--- src/rtl/ibex_pkg.sv ---
// Shared types for the iterative multiplier/divider: operator encoding and FSM states.
package ibex_pkg;

  typedef enum logic [1:0] {
    MD_OP_MULL = 2'b00,
    MD_OP_MULH = 2'b01,
    MD_OP_DIV  = 2'b10,
    MD_OP_REM  = 2'b11
  } md_op_e;

  typedef enum logic [2:0] {
    IDLE = 3'd0,
    ABS  = 3'd1,
    COMP = 3'd2,
    FIX  = 3'd3,
    DONE = 3'd4
  } md_fsm_e;

  function automatic logic is_mul(input md_op_e op);
    return (op == MD_OP_MULL) || (op == MD_OP_MULH);
  endfunction

endpackage

--- src/rtl/ibex_multdiv_iter_step.sv ---
// One add/subtract step shared by multiply (shift-add) and divide (restoring compare).
module ibex_multdiv_iter_step #(
  parameter int unsigned WIDTH = 64
) (
  input  logic [WIDTH-1:0] a_i,
  input  logic [WIDTH-1:0] b_i,
  input  logic             en_i,
  input  logic             sub_i,
  output logic [WIDTH-1:0] sum_o,
  output logic             carry_o
);

  logic [WIDTH-1:0] operand_s;
  logic [WIDTH-1:0] addend_s;

  // With en_i low and sub_i high the result is a_i with carry set, i.e. "a >= 0".
  assign operand_s = en_i ? b_i : {WIDTH{1'b0}};
  assign addend_s  = sub_i ? ~operand_s : operand_s;
  assign {carry_o, sum_o} = {1'b0, a_i} + {1'b0, addend_s} + {{WIDTH{1'b0}}, sub_i};

endmodule

--- src/rtl/ibex_multdiv_iter.sv ---
// Iterative multiply/divide unit retiring BITS_PER_CYCLE bits per COMP cycle.
module ibex_multdiv_iter import ibex_pkg::*; #(
  parameter int unsigned WIDTH          = 32,
  parameter int unsigned BITS_PER_CYCLE = 1
) (
  input  logic             CK,
  input  logic             rst_ni,
  input  logic             start_i,
  input  logic             kill_i,
  input  logic [1:0]       operator_i,
  input  logic [1:0]       signed_mode_i,
  input  logic [WIDTH-1:0] op_a_i,
  input  logic [WIDTH-1:0] op_b_i,
  input  logic             ready_i,
  output logic             busy_o,
  output logic             valid_o,
  output logic [WIDTH-1:0] result_o
);

  localparam int unsigned N  = WIDTH / BITS_PER_CYCLE;
  localparam int unsigned CW = $clog2(N);
  localparam int unsigned DW = 2 * WIDTH;

  md_fsm_e          state_r;
  md_op_e           op_r;
  md_op_e           op_in_s;
  logic             sign_a_r, sign_b_r, sign_a_in_s, sign_b_in_s;
  logic [DW-1:0]    acc_r, opa_r;
  logic [WIDTH-1:0] opb_r, result_r;
  logic [CW-1:0]    cnt_r;
  logic             valid_r, busy_r, is_mul_s;

  assign op_in_s     = md_op_e'(operator_i);
  assign sign_a_in_s = op_a_i[WIDTH-1] & signed_mode_i[0];
  assign sign_b_in_s = op_b_i[WIDTH-1] & signed_mode_i[1];
  assign is_mul_s    = is_mul(op_r);

  // Divide keeps {remainder, quotient/dividend} in acc_r; multiply keeps the running product.
  logic [DW-1:0]    acc_chain_s [BITS_PER_CYCLE+1];
  logic [WIDTH-1:0] rem_chain_s [BITS_PER_CYCLE+1];
  logic [WIDTH-1:0] quo_chain_s [BITS_PER_CYCLE+1];

  assign acc_chain_s[0] = acc_r;
  assign rem_chain_s[0] = acc_r[DW-1:WIDTH];
  assign quo_chain_s[0] = acc_r[WIDTH-1:0];

  for (genvar j = 0; j < BITS_PER_CYCLE; j++) begin : g_step
    localparam bit LastStep = (j == int'(BITS_PER_CYCLE) - 1);
    logic [DW-1:0] a_s, b_s, sum_s;
    logic          en_s, sub_s, carry_s;

    // The multiplier MSB carries negative weight when op_b is signed.
    assign a_s   = is_mul_s ? acc_chain_s[j]
                            : {{(WIDTH-1){1'b0}}, rem_chain_s[j], quo_chain_s[j][WIDTH-1]};
    assign b_s   = is_mul_s ? (opa_r << j) : {{WIDTH{1'b0}}, opb_r};
    assign en_s  = is_mul_s ? opb_r[j] : 1'b1;
    assign sub_s = is_mul_s ? (LastStep && sign_b_r && (cnt_r == {CW{1'b0}})) : 1'b1;

    ibex_multdiv_iter_step #(.WIDTH(DW)) u_step (
      .a_i    (a_s),
      .b_i    (b_s),
      .en_i   (en_s),
      .sub_i  (sub_s),
      .sum_o  (sum_s),
      .carry_o(carry_s)
    );

    assign acc_chain_s[j+1] = sum_s;
    assign rem_chain_s[j+1] = carry_s ? sum_s[WIDTH-1:0] : a_s[WIDTH-1:0];
    assign quo_chain_s[j+1] = {quo_chain_s[j][WIDTH-2:0], carry_s};
  end

  // Control FSM and datapath registers.
  always_ff @(posedge CK or negedge rst_ni) begin
    if (!rst_ni) begin
      state_r  <= IDLE;
      op_r     <= MD_OP_MULL;
      sign_a_r <= 1'b0;
      sign_b_r <= 1'b0;
      acc_r    <= {DW{1'b0}};
      opa_r    <= {DW{1'b0}};
      opb_r    <= {WIDTH{1'b0}};
      cnt_r    <= {CW{1'b0}};
      result_r <= {WIDTH{1'b0}};
      valid_r  <= 1'b0;
      busy_r   <= 1'b0;
    end else if (kill_i) begin
      state_r  <= IDLE;
      result_r <= {WIDTH{1'b0}};
      valid_r  <= 1'b0;
      busy_r   <= 1'b0;
    end else begin
      case (state_r)
        IDLE: begin
          if (start_i) begin
            op_r     <= op_in_s;
            sign_a_r <= sign_a_in_s;
            sign_b_r <= sign_b_in_s;
            cnt_r    <= CW'(N - 1);
            busy_r   <= 1'b1;
            if (is_mul(op_in_s)) begin
              acc_r   <= {DW{1'b0}};
              opa_r   <= {{WIDTH{sign_a_in_s}}, op_a_i};
              opb_r   <= op_b_i;
              state_r <= COMP;
            end else if (op_b_i == {WIDTH{1'b0}}) begin
              result_r <= (op_in_s == MD_OP_DIV) ? {WIDTH{1'b1}} : op_a_i;
              valid_r  <= 1'b1;
              state_r  <= DONE;
            end else begin
              acc_r   <= {{WIDTH{1'b0}}, op_a_i};
              opb_r   <= op_b_i;
              state_r <= ABS;
            end
          end
        end
        ABS: begin
          acc_r   <= {{WIDTH{1'b0}}, sign_a_r ? -acc_r[WIDTH-1:0] : acc_r[WIDTH-1:0]};
          opb_r   <= sign_b_r ? -opb_r : opb_r;
          state_r <= COMP;
        end
        COMP: begin
          acc_r <= is_mul_s ? acc_chain_s[BITS_PER_CYCLE]
                            : {rem_chain_s[BITS_PER_CYCLE], quo_chain_s[BITS_PER_CYCLE]};
          opa_r <= opa_r << BITS_PER_CYCLE;
          opb_r <= is_mul_s ? (opb_r >> BITS_PER_CYCLE) : opb_r;
          if (cnt_r == {CW{1'b0}}) begin
            if (is_mul_s) begin
              result_r <= (op_r == MD_OP_MULH) ? acc_chain_s[BITS_PER_CYCLE][DW-1:WIDTH]
                                               : acc_chain_s[BITS_PER_CYCLE][WIDTH-1:0];
              valid_r  <= 1'b1;
              state_r  <= DONE;
            end else begin
              state_r <= FIX;
            end
          end else begin
            cnt_r <= cnt_r - 1'b1;
          end
        end
        FIX: begin
          if (op_r == MD_OP_DIV) begin
            result_r <= (sign_a_r ^ sign_b_r) ? -acc_r[WIDTH-1:0] : acc_r[WIDTH-1:0];
          end else begin
            result_r <= sign_a_r ? -acc_r[DW-1:WIDTH] : acc_r[DW-1:WIDTH];
          end
          valid_r <= 1'b1;
          state_r <= DONE;
        end
        DONE: begin
          if (ready_i) begin
            valid_r <= 1'b0;
            busy_r  <= 1'b0;
            state_r <= IDLE;
          end
        end
        default: begin
          valid_r <= 1'b0;
          busy_r  <= 1'b0;
          state_r <= IDLE;
        end
      endcase
    end
  end

  assign busy_o   = busy_r;
  assign valid_o  = valid_r;
  assign result_o = result_r;

endmodule

--- config.mk ---
export PLATFORM = sky130hd
export DESIGN_NAME = ibex_multdiv_iter
export DESIGN_NICKNAME = d
export VERILOG_FILES = /design/src/rtl/ibex_pkg.sv /design/src/rtl/ibex_multdiv_iter_step.sv /design/src/rtl/ibex_multdiv_iter.sv
export SDC_FILE = /design/constraint.sdc
export NUM_CORES = 1
export LEC_CHECK = 0
export CAP_MARGIN = 10
export CELL_PAD_IN_SITES_DETAIL_PLACEMENT = 1
export CELL_PAD_IN_SITES_GLOBAL_PLACEMENT = 1
export CORE_MARGIN = 10
export CORE_UTILIZATION = 46
export CTS_CLUSTER_DIAMETER = 30
export CTS_CLUSTER_SIZE = 14
export DETAILED_ROUTE_END_ITERATION = 7
export PLACE_DENSITY = 0.88
export SYNTH_ARGS = -nofsm -noshare
export SYNTH_HDL_FRONTEND = slang
export SYNTH_HIERARCHICAL = 1
export SYNTH_SLANG_ARGS = --single-unit
--- constraint.sdc ---
create_clock -name CK -period 7.6 [get_ports CK]
set_clock_uncertainty 0.05 [all_clocks]
set_input_delay 1.14 -clock CK [delete_from_list [all_inputs] [get_ports CK]]
set_output_delay 1.14 -clock CK [all_outputs]
set_load 0.1 [all_outputs]
==> reports/qor.yml, run 1 <==
status: "finished, final reports clean"
clkLatencyLatePin_ns: 0.61
clkTransAtPathRegs_ns: 0.04
grt_pass1_wl_mm: 139
max_stage_delay_ns: 0.84
path_buf_inv: 2
synth.largest_area_cell: "dfrtp_1"
drt_iter0_markers: 2641
grtUsageTotal_pct: 34.8
timing.rr.start: "cnt_r[0]"
fmax_mhz: 146
synth_edf_count: 0
synth_most_common_cell: "nand2_1"
relSlewSlack_pct: 21.5
ios: 107
max_slew.worst_pin.slew_ns: 1.17
ys_types: 84
startpoint: "cnt_r[0]"
rows: 75
grt_overflow_total: 0
vias_per_cell: 6.87
route.vias.total: 22300
layout.nets: 2792
hold_path.class: "input port to async pin"
portBuffers: 106
syn_nets: 2810
netlist_instances: 2668
cp_top_family: "compound AO/OA/AOI/OAI gates"
async_reset_ff_share_pct: 100
end_kind: "flop"
syn_avg_cell_area_um2: 7.39
synth-seq-area-share_pct: 26.1
core_region_area_mm2: 0.0421
grt_pass1_vias: 22500
crit_chain: "inv_1, ha_1, nor4b_1, a21o_4, buf_4, xnor2_1, ha_1, nand4_1, or4_1, nand2b_1, a311oi_1, a221oi_1, nand2_1, a221o_1, a211o_2, nand2_1, o211ai_1, o21ai_0, o21ai_0"
die_h_um: 227
drv_cap: 0
wl_per_cell_um: 28.2
synth_area_leaders: "dfrtp_1 26%, nand2_1 7.5%, o21ai_0 6.8%, xnor2_1 5.7%, a21oi_1 5.7%"
yosys.area.top_type_share_pct: 26.1
dpl.hpwl_mm: 62.6
arrival_ns: 7.28
cts_tree: "yes"
place.gp.congestion: 1.02
fin_crit_sh_pct: 90.2
area_delta_synth_final_pct: 18.2
numCtsBuffers: 70
pre_cts_ws_ns: 0.892
rsz0062_at_grt: "false"
path_class: "flop to flop"
start_util_pct: 46.8
grt_max_degree: 151
drc_errors: 0
drv_slew: 0
routed_wl_mm: 91.5
antennaDiodeCount: 0
yosys_warnings: 6
cts-root-buf: "clkbuf_16"
synth_flop_cell: "dfrtp_1"
postPlaceCellArea_mm2: 0.0210
ctsResizeCount: 0
design_area_mm2: 0.0233
hold_buffers: 0
finalCriticalPeriod_ns: 6.85
h-tree-depth: 3
synth.top_cells.by_count: "394 x nand2_1, 269 x o21ai_0, 248 x nor2_1, 223 x a21oi_1, 206 x dfrtp_1"
hold_viol_final: 0
cp.required_ns: 8.03
setup_viol: 0
tns_ns: 0
cts_setup_buffers: 0
drive_gt1_share_pct: 10.2
start_kind: "flop"
cts.sinks: 206
die_area_mm2: 0.0516
antenna_found_initial: 0
cts.path.max_buffers: 3
antenna_left: 0
worstPathMaxFanout: 36
worst_slack_ns: 0.748
syn-cell-area_mm2: 0.0197
cp_slowest_cell: "a211o_2"
ys_ff_latch: 206
die_x_um: 227
drt-pass1-iter-count: 8
-- path summary, 6_finish.rpt --
kind                            slack, ns      endpoint  cells after the start
min in group CK                      0.44  result_o[22]                      2
worst min register to register       0.44  result_o[22]                      2
max in group asynchronous            5.74     acc_r[60]                      2
worst max-delay path                 0.75     acc_r[33]                     19
worst max register to register       0.75     acc_r[33]                     19
worst min-delay path                 0.41     opb_r[11]                      1
-- kinds of logic after synthesis --
group / after synthesis / synth area share (%)
fa+ha+maj: 69 / 4.42
simple gates: 993 / 23.5
mux: 133 / 7.21
buf+inv: 280 / 5.50
compound gates: 809 / 25.3
xor+xnor: 178 / 7.90
flops: 206 / 26.1
-- routing by layer --
layer | share of wire, % | track usage [%] | routed length [um] | up-vias
li1 | - | - | - | 9535
met2 | 45 | 54.5 | 40900 | 1324
met5 | 0 | 0 | 0 | -
met3 | 9.7 | 7.94 | 8840 | 351
met1 | 40 | 44.1 | 36600 | 11100
met4 | 5.6 | 18.4 | 5160 | 0
-- metrics by stage --
stage	cells	utilization, %	hold slack [ns]
after floorplan	2668	-	0.412
after global placement	3117	49.7	0.410
after detailed placement	3117	49.7	0.428
after CTS	3243	55.3	0.431
after global routing	3243	55.3	0.439
final	3243	55.3	0.408
-- cell usage in the layout, fill, tap and decap left out, types with 9 or more instances in the layout --
cell	instances
nand2_1	394
o21ai_0	269
nor2_1	241
a21oi_1	223
dfrtp_1	204
xnor2_1	128
clkdlybuf4s50_1	105
nor2b_1	79
clkbuf_16	71
mux2_2	69
ha_1	68
mux2i_1	63
nor3_1	61
inv_1	49
xor2_1	49
a31oi_1	45
nor4_1	33
buf_4	33
nand4_1	32
a221oi_1	28
a21o_1	26
or3_1	23
o21bai_1	22
nand3_1	21
a222oi_1	21
nand2b_1	17
and3_1	17
o21ai_1	17
or2_2	16
o22ai_1	16
o221ai_1	16
clkbuf_8	16
clkbuf_1	15
a211oi_1	14
o41ai_1	13
clkinv_2	13
o211ai_1	11
o32ai_1	10
or4_1	9
o31ai_1	9
-- state kept, by name (all words and copies together) (netlist names) --
name / count
opa_r: 64
state_r: 3
acc_r: 64
op_r: 2
result_o: 32
opb_r: 32
sign_b_r: 1
cnt_r: 5
valid_o: 1
sign_a_r: 1
busy_o: 1
-- layout make-up --
| type | count | area, um^2 |
|---|---|---|
| clock buffer | 102 | 2050 |
| multi-input combinational | 2182 | 13600 |
| timing repair buffer | 141 | 1350 |
| sequential | 206 | 5160 |
| clock inverter | 24 | 308 |
| fill | 5099 | 18800 |
| inverter | 49 | 184 |
| tap | 539 | 674 |
-- worst reg2reg max path, delay by kind of cell (launching register included) --
family | cells | cell delay [ns]
DFF | 1 | 0.40
buffers and inverters | 2 | 0.69
xor gates and xnor gates | 1 | 0.19
adders and majority gates | 2 | 0.61
and+or+nand+nor | 6 | 2.04
AOI/OAI and AO/OA | 8 | 2.75
Power of run 1 is not shown: default switching activity piles up to over one toggle a cycle in this logic, so the estimate is an artifact.
==> run 2, diff against run 1 <==
SYNTH_HIERARCHICAL = not set   (was 1)
==> reports/qor.yml, run 2 <==
grt_pass1_vias: 22500  # +0.16%
power_density_mw_per_mm2: 364
area_delta_synth_final_pct: 17.8
final_cell_mix: "320 x nand2_1, 264 x a21oi_1, 263 x o21ai_0"
max_slew.worst_pin.slew_ns: 1.39  # +0.216 ns
synth_most_common_cell: "nand2_1"
setup_viol: 0  # unchanged
drv_cap: 0  # unchanged
ys_ff_latch: 206  # unchanged
cp.required_ns: 8.00  # -0.03 ns
yosys.area.top_type_share_pct: 26.7  # +0.53 points
arrival_ns: 6.87  # -0.41 ns
leakage_nw: 9.53
vias_per_cell: 6.92  # +0.68%
ios: 107  # unchanged
path_buf_inv: 2  # unchanged
cts.sinks: 206  # unchanged
vdd_drop_max_uv: 200
startpoint: "cnt_r[0]"
fmax_mhz: 155  # +6.0%
cp_slowest_cell: "or2_2"
final_common_cell: "nand2_1"
drt-pass1-iter-count: 7  # -1
h-tree-depth: 3  # unchanged
crit_path_frequent_cell: "ha_1"
drc_errors: 0  # unchanged
netlist_instances: 2572  # -3.6%
crit_end: "acc_r[39]"
routed_wl_mm: 93.8  # +2.6%
relSlewSlack_pct: 7.47  # -14 points
yosys_warnings: 0  # -6
syn_nets: 2714  # -3.4%
synth_flop_cell: "dfrtp_1"
hold_viol_final: 0  # unchanged
ys_types: 99  # +18%
max_stage_delay_ns: 0.78  # -0.06 ns
layout.nets: 2717  # -2.7%
async_reset_ff_share_pct: 100  # unchanged
cts-root-buf: "clkbuf_16"
reg2regPathDepth: 18  # -1
fin_crit_sh_pct: 85.0  # -5.1 points
end_kind: "flop"
synth.top_cells.by_count: "321 x nand2_1, 265 x a21oi_1, 263 x o21ai_0, 212 x nor2_1, 206 x dfrtp_1"
hold_buffers: 0  # unchanged
numCtsBuffers: 66  # -5.7%
grt_overflow_total: 0  # unchanged
crit_chain: "inv_1, ha_1, nor4b_1, nand2_4, buf_4, xor2_1, nor2_1, a21oi_1, ha_1, nand4_1, or3_4, nor3_4, a31oi_2, a211oi_2, o21ba_2, or2_2, mux2_2, a221o_1"
finalCriticalPeriod_ns: 6.46  # -0.391 ns
die_x_um: 225  # -0.92%
worstPathMaxFanout: 52  # +44%
synth_area_leaders: "dfrtp_1 27%, a21oi_1 6.9%, o21ai_0 6.8%, nand2_1 6.2%, ha_1 4.4%"
path_class: "flop to flop"
hold_path.class: "flop to flop"
synth.largest_area_cell: "dfrtp_1"
clkLatencyLatePin_ns: 0.60  # about the same
timing.rr.start: "cnt_r[0]"
fillers: 5042  # -1.1%
top_regs: "acc_r (64), opa_r (64)"
start_util_pct: 46.3  # -0.52 points
grt_pass1_wl_mm: 141  # +1.6%
cp_top_family: "simple AND/OR/NAND/NOR gates"
route.vias.total: 21900  # -1.8%
syn-cell-area_mm2: 0.0193  # -2.0%
start_kind: "flop"
grt_max_degree: 114  # -25%
design_area_mm2: 0.0228  # -2.4%
antenna_left: 0  # unchanged
worstReg2RegEnd: "acc_r[39]"
pre_cts_ws_ns: 1.31  # +0.416 ns
cts_tree: "yes"
dpl.hpwl_mm: 67.9  # +8.6%
grtUsageTotal_pct: 36.4  # +1.6 points
cts_setup_buffers: 0  # unchanged
place.gp.congestion: 1.03  # +1.4%
drive_gt1_share_pct: 9.00  # -1.2 points
synth_edf_count: 0  # unchanged
worst_slack_ns: 1.14  # +0.391 ns
die_area_mm2: 0.0506  # -1.8%
cp.depth: 18  # -1
antenna_found_initial: 2  # +2
ctsResizeCount: 0  # unchanged
finalCoreUtilization_pct: 54.5  # -0.84 points
core_region_area_mm2: 0.0418  # -0.89%
syn_avg_cell_area_um2: 7.52  # +1.7%
drv_slew: 0  # unchanged
wl_per_cell_um: 29.7  # +5.2%
portBuffers: 106  # unchanged
tns_ns: 0  # unchanged
cts.path.max_buffers: 3  # unchanged
clkTransAtPathRegs_ns: 0.04  # about the same
die_h_um: 225  # -0.92%
rsz0062_at_grt: "false"
rows: 75  # unchanged
synth-seq-area-share_pct: 26.7  # +0.53 points
drt_iter0_markers: 2640  # -0.038%
r2r_setup_slack_ns: 1.14  # +0.39 ns
postPlaceCellArea_mm2: 0.0206  # -1.7%
status: "finished, final reports clean"
## run 2: through the flow
step / cells / total power, W / hold WS (ns)
after CTS: 3162 / 0.00810 / 0.440
after floorplan: 2572 / 0.00407 / 0.414
after global routing: 3162 / 0.00858 / 0.471
after global placement: 3046 / 0.00529 / 0.410
after detailed placement: 3046 / 0.00541 / 0.430
final: 3164 / 0.00828 / 0.436
## run 2: area by class of cell
type                       count  area, um^2  area share [%]
sequential                   206        5160            22.7
timing repair buffer         150        1420            6.24
clock buffer                  97        1970            8.66
antenna                        2        5.00          0.0220
tap                          539         674            2.96
clock inverter                19         189           0.830
inverter                      40         150           0.660
multi-input combinational   2111       13200            58.0
## run 2: worst min path at each step
stage	startpoint	end	slack, ns	depth (start not counted)
5_1_grt	result_o[21]	result_o[21]	0.47	1
3_3_place_gp	result_o[21]	result_o[21]	0.41	1
2_1_floorplan	opa_r[63]	opa_r[63]	0.41	2
3_5_place_dp	result_o[21]	result_o[21]	0.43	1
6_report	result_o[21]	result_o[21]	0.44	1
4_1_cts	result_o[21]	result_o[21]	0.44	1
## run 2: cell families (layout without fill, tap and decap cells)
group / after synthesis / after routing / share of synthesized area [%]
other cells: 0 / 2 / 0
mux: 92 / 92 / 5.00
simple gates: 935 / 935 / 23.4
compound gates: 850 / 850 / 27.5
flops: 206 / 206 / 26.7
fa+ha+maj: 69 / 69 / 4.51
buf+inv: 255 / 306 / 5.45
xor+xnor: 165 / 165 / 7.48
## run 2: report_power, final
| part | internal (W) | switching, W |
|---|---|---|
| sequential | 0.00134 | 0.000474 |
| clock | 0.00184 | 0.000816 |
| combinational | 0.00118 | 0.00263 |
| total | 0.00436 | 0.00392 |
## run 2: metal layers
metal	up-vias	part of all wire (%)	wire, um	GRT usage, %
met5	-	0	0	0
met4	0	6.3	5880	20.6
met3	340	12	11100	12.0
met2	1333	43	40100	55.0
met1	10800	39	36700	44.8
li1	9439	-	-	-
(Power assumes the default switching activity.)
